===== config.mk =====
export PLATFORM = sky130hd
export DESIGN_NAME = control_sequencer
export DESIGN_NICKNAME = d
export VERILOG_FILES = /design/src/rtl/sap_pkg.sv /design/src/rtl/ring_counter.sv /design/src/rtl/control_sequencer.sv
export SDC_FILE = /design/constraint.sdc
export NUM_CORES = 1
export LEC_CHECK = 0
export ABC_CLOCK_PERIOD_IN_PS = 3300
export CORE_AREA = 2 2 39 41
export DETAILED_ROUTE_END_ITERATION = 8
export DIE_AREA = 0 0 41 43
export SLEW_MARGIN = 20
export SYNTH_ARGS = -nofsm -noshare
export SYNTH_HDL_FRONTEND = slang
export SYNTH_SLANG_ARGS = --single-unit

===== constraint.sdc =====
create_clock -name clk -period 3.3 [get_ports clk]
set_input_delay 0.99 -clock clk [delete_from_list [all_inputs] [get_ports clk]]
set_output_delay 0.99 -clock clk [all_outputs]
set_load 0.02 [all_outputs]

===== src/rtl/sap_pkg.sv =====
// Shared SAP definitions: opcode constants and the sequencer state type.
// Used by the control sequencer, its ring counter and the IR bench.
package sap_pkg;

   localparam logic [3:0] OP_LDA = 4'h0;
   localparam logic [3:0] OP_ADD = 4'h1;
   localparam logic [3:0] OP_SUB = 4'h2;
   localparam logic [3:0] OP_JMP = 4'h6;
   localparam logic [3:0] OP_OUT = 4'hE;
   localparam logic [3:0] OP_HLT = 4'hF;

   typedef enum logic [2:0] {
      ST_T1   = 3'd0,
      ST_T2   = 3'd1,
      ST_T3   = 3'd2,
      ST_T4   = 3'd3,
      ST_T5   = 3'd4,
      ST_T6   = 3'd5,
      ST_HALT = 3'd6
   } state_t;

endpackage


===== src/rtl/ring_counter.sv =====
// T-state sequencer: T1..T6 ring with a terminal HALT state.
// tstate is one-hot (bit0 = T1) and all-zero while halted.
module ring_counter
   import sap_pkg::*;
(
   input  logic       clk,
   input  logic       reset,
   input  logic       halt,
   output logic [5:0] tstate
);

   state_t state_reg;

   always_ff @(posedge clk) begin
      if (reset) begin
         state_reg <= ST_T1;
      end else if (halt) begin
         state_reg <= ST_HALT;
      end else begin
         case (state_reg)
            ST_T1:   state_reg <= ST_T2;
            ST_T2:   state_reg <= ST_T3;
            ST_T3:   state_reg <= ST_T4;
            ST_T4:   state_reg <= ST_T5;
            ST_T5:   state_reg <= ST_T6;
            ST_T6:   state_reg <= ST_T1;
            default: state_reg <= ST_HALT;
         endcase
      end
   end

   // HALT has no matching bit, so every tstate bit drops to zero there.
   generate
      for (genvar gi = 0; gi < 6; gi++) begin : g_onehot
         assign tstate[gi] = (state_reg == state_t'(3'(gi)));
      end
   endgenerate

endmodule


===== src/rtl/control_sequencer.sv =====
// SAP control sequencer: combinational control-word decode of T-state and opcode.
// Optional macro SAP_JMP_EN enables the JMP (4'h6) instruction; otherwise pc_load is 0.
module control_sequencer
   import sap_pkg::*;
(
   input  logic       clk,
   input  logic       reset,
   input  logic [3:0] opcode,
   output logic [5:0] tstate,
   output logic       pc_inc,
   output logic       pc_out,
   output logic       pc_load,
   output logic       mar_load,
   output logic       ram_out,
   output logic       ir_load,
   output logic       ir_out,
   output logic       a_load,
   output logic       a_out,
   output logic       b_load,
   output logic       alu_out,
   output logic       alu_sub,
   output logic       out_load,
   output logic       halted
);

   logic halt_req;

   // HLT is recognised in T4 so the halt takes effect at the T4->T5 edge.
   assign halt_req = tstate[3] && (opcode == OP_HLT);

   ring_counter u_ring (
      .clk    (clk),
      .reset  (reset),
      .halt   (halt_req),
      .tstate (tstate)
   );

   assign halted = (tstate == 6'b000000);

   always_comb begin
      pc_inc   = 1'b0;
      pc_out   = 1'b0;
      pc_load  = 1'b0;
      mar_load = 1'b0;
      ram_out  = 1'b0;
      ir_load  = 1'b0;
      ir_out   = 1'b0;
      a_load   = 1'b0;
      a_out    = 1'b0;
      b_load   = 1'b0;
      alu_out  = 1'b0;
      alu_sub  = 1'b0;
      out_load = 1'b0;

      if (tstate[0]) begin
         pc_out   = 1'b1;
         mar_load = 1'b1;
      end
      if (tstate[1]) begin
         pc_inc = 1'b1;
      end
      if (tstate[2]) begin
         ram_out = 1'b1;
         ir_load = 1'b1;
      end
      if (tstate[3]) begin
         case (opcode)
            OP_LDA, OP_ADD, OP_SUB: begin
               ir_out   = 1'b1;
               mar_load = 1'b1;
            end
            OP_OUT: begin
               a_out    = 1'b1;
               out_load = 1'b1;
            end
`ifdef SAP_JMP_EN
            OP_JMP: begin
               ir_out  = 1'b1;
               pc_load = 1'b1;
            end
`endif
            default: ;
         endcase
      end
      if (tstate[4]) begin
         case (opcode)
            OP_LDA: begin
               ram_out = 1'b1;
               a_load  = 1'b1;
            end
            OP_ADD, OP_SUB: begin
               ram_out = 1'b1;
               b_load  = 1'b1;
            end
            default: ;
         endcase
      end
      if (tstate[5]) begin
         case (opcode)
            OP_ADD: begin
               alu_out = 1'b1;
               a_load  = 1'b1;
            end
            OP_SUB: begin
               alu_out = 1'b1;
               alu_sub = 1'b1;
               a_load  = 1'b1;
            end
            default: ;
         endcase
      end
   end

endmodule


==> results.json <==
{
  "outcome": "finished, final reports clean",
  "fin_skew_ns": 0.00290,
  "drt-pass1-iter-count": 2,
  "drtIter0Drc": 8,
  "hpwl_um": 665,
  "wire_per_inst_um": 9.94,
  "die_area_mm2": 0.00176,
  "postSynthCellCount": 46,
  "clk_latency_ns": 0.23,
  "synth_compound_area_frac": 0.106,
  "synth_mux_area_frac": 0.0315,
  "fin_tns_setup_ns": 0,
  "rsz0062_at_grt": "yes",
  "met3_length_um": 98,
  "final_nets": 77,
  "timing.final.crit_period_ns": 3.26,
  "numCtsBuffers": 3,
  "finalPower_w": 0.000178,
  "grt_pass1_vias": 296,
  "diodes": 0,
  "drive_above_1_share": 0.100,
  "rr_endpoint": "u_ring.state_reg[1]",
  "cap_violations": 0,
  "row_count": 14,
  "wl_met2_um": 393,
  "ys_ff_latch": 3,
  "fin_crit_sh": 0.988,
  "hold_violations": 0,
  "grt_remaining_overflow": 0,
  "grt_pass1_wl_um": 1240,
  "gp_congestion": 0.581,
  "worstPathArrival_ns": 2.27,
  "hold_path_class": "flop to flop",
  "yosysSeqAreaShare": 0.189,
  "io-pin-count": 26,
  "clk_path_buf_depth": 2,
  "setup_viol": 0,
  "postCtsSetupRepairBufs": 0,
  "initial_core_util": 0.230,
  "dp_cells": 82,
  "viasPerCell": 4.43,
  "end_kind": "output pin",
  "highest-signal-layer": "met4",
  "ir_drop_uv": 172,
  "min_from": "u_ring.state_reg[1]",
  "track_usage": 0.105,
  "netlist.top_cell.by_area": "dfxtp_1",
  "h-tree-depth": 1,
  "ant_nets": 0,
  "synth_fp_nets": 52,
  "grt_start_max_net_pins": 12,
  "area_growth_pct": 76.4,
  "syn_area_um2": 318,
  "startpoint_type": "input port",
  "holdPathEnd": "u_ring.state_reg[1]",
  "synthTopCellsByArea": "dfxtp_1 19%, buf_4 14%, nor3_1 6.3%",
  "yosys.area_share.adder": 0,
  "path_clk_slew_ns": 0.03,
  "hold_buffers": 0,
  "drc": 0,
  "wl_met1_um": 353,
  "synthSimpleGateAreaFrac": 0.417,
  "worstSetupPathType": "input port to output pin",
  "stdcell_count": 86,
  "ys_warn_count": 0,
  "power_leakage_nw": 0.267,
  "path_max_fanout": 6,
  "ff2ff_setup_slack_ns": 2.08,
  "fmax_ghz": 0.307,
  "die_h_um": 43,
  "yosysUniqueCellTypes": 20,
  "synth_top_area_frac": 0.189,
  "cts_num_sinks": 3,
  "holdPathStages": 2,
  "synth.avg_cell_area_um2": 6.91,
  "cts_root_buffer": "clkbuf_4",
  "cp.required_ns": 2.31,
  "drt-total-wl_um": 855,
  "slew_viol_final": 0,
  "synthXorXnorAreaFrac": 0.0551,
  "synth_top_family_by_area": "simple AND/OR/NAND/NOR gates",
  "r2r_cells": 3,
  "antenna_found_initial": 0,
  "reg2reg_from": "u_ring.state_reg[0]",
  "cts_tree": "yes",
  "port_buffers": 24,
  "vias": 381,
  "powerDensity_mw_per_mm2": 317,
  "die_w_um": 41,
  "core_area_mm2": 0.00138
}
[cell usage in the layout (no fill, tap or decap), drive strengths merged]
cell	count
mux2i	1
nor3	4
conb	1
o21bai	2
clkdlybuf4s50	15
o21ai	1
dlygate4sd1	2
clkbuf	5
and3	1
nand2b	2
xor2	2
nor2	5
and2	1
dlygate4sd2	5
a41oi	1
nor4	1
inv	4
a21oi	1
dfxtp	3
buf	2
and2b	1
nand3b	2
clkdlybuf4s15	1
nor3b	2
nand2	5
[cell families (layout without fill, tap and decap cells)]
| kind of cell | after synthesis | count (layout) |
|---|---|---|
| other | 1 | 1 |
| buffers and inverters | 10 | 34 |
| multiplexers | 1 | 1 |
| AND/OR/NAND/NOR | 24 | 24 |
| flip-flops | 3 | 3 |
| AO/OA/AOI/OAI | 5 | 5 |
| XOR/XNOR | 2 | 2 |
[worst max path at each step]
stage,to,cells past startpoint,startpoint
2_1_floorplan,out_load,3,opcode[0]
3_3_place_gp,out_load,4,opcode[0]
3_5_place_dp,a_out,4,opcode[0]
4_1_cts,a_out,4,opcode[0]
5_1_grt,out_load,4,opcode[0]
6_report,a_out,4,opcode[0]
[through the flow]
step           hold WS, ns  area [um2]  setup slack (ns)   util
2_1_floorplan        0.540         318             0.364      -
3_3_place_gp         0.579         548            -0.280  0.396
3_5_place_dp         0.579         548            -0.289  0.396
4_1_cts              0.590         564            0.0120  0.408
5_1_grt              0.651         561           -0.0672  0.405
6_report             0.597         561            0.0381  0.405
[layout make-up]
class	count	area [um2]
Sequential cell	3	60.1
Timing Repair Buffer	26	241
Inverter	4	15.0
Fill cell	156	823
Tap cell	16	20.0
Multi-Input combinational cell	33	198
Clock buffer	4	26.3
[where the power goes]
part	total [W]	switching, W	internal [W]
clock network	0.0000632	0.0000180	0.0000452
registers	0.0000454	0.00000608	0.0000393
logic	0.0000690	0.0000349	0.0000342
[cells in the mapped netlist]
master and number:
mux2i_1 1, a41oi_1 1, nand2_1 5, and3_1 1, nor3_1 4, and2_1 1, xor2_1 2, dfxtp_1 3
inv_1 4, o21bai_1 2, o21ai_0 1, and2b_1 1, nor3b_1 2, nand3b_1 2, nor4_2 1, nor2_1 5
buf_4 6, conb_1 1, nand2b_1 2, a21oi_1 1
[repair_timing]
| item | in CTS | in global routing |
|---|---|---|
| endpoints found under the setup margin | 9 | 4 |
| endpoints found under the hold margin | 0 | 0 |
| gates resized for setup | 10 | 6 |
[critical path, stage by stage]
cell and delay (ns):
clkdlybuf4s50_1 0.51, nand2b_1 0.22, nor3_1 0.20, dlygate4sd1_1 0.34
[metal layers]
layer  vias up  track usage
met2        17        0.163
met3         2       0.0314
met5         -            0
met4         0       0.0600
met1       166        0.121
li1        196            -
No activity file was read; power rests on OpenSTA's default activity.
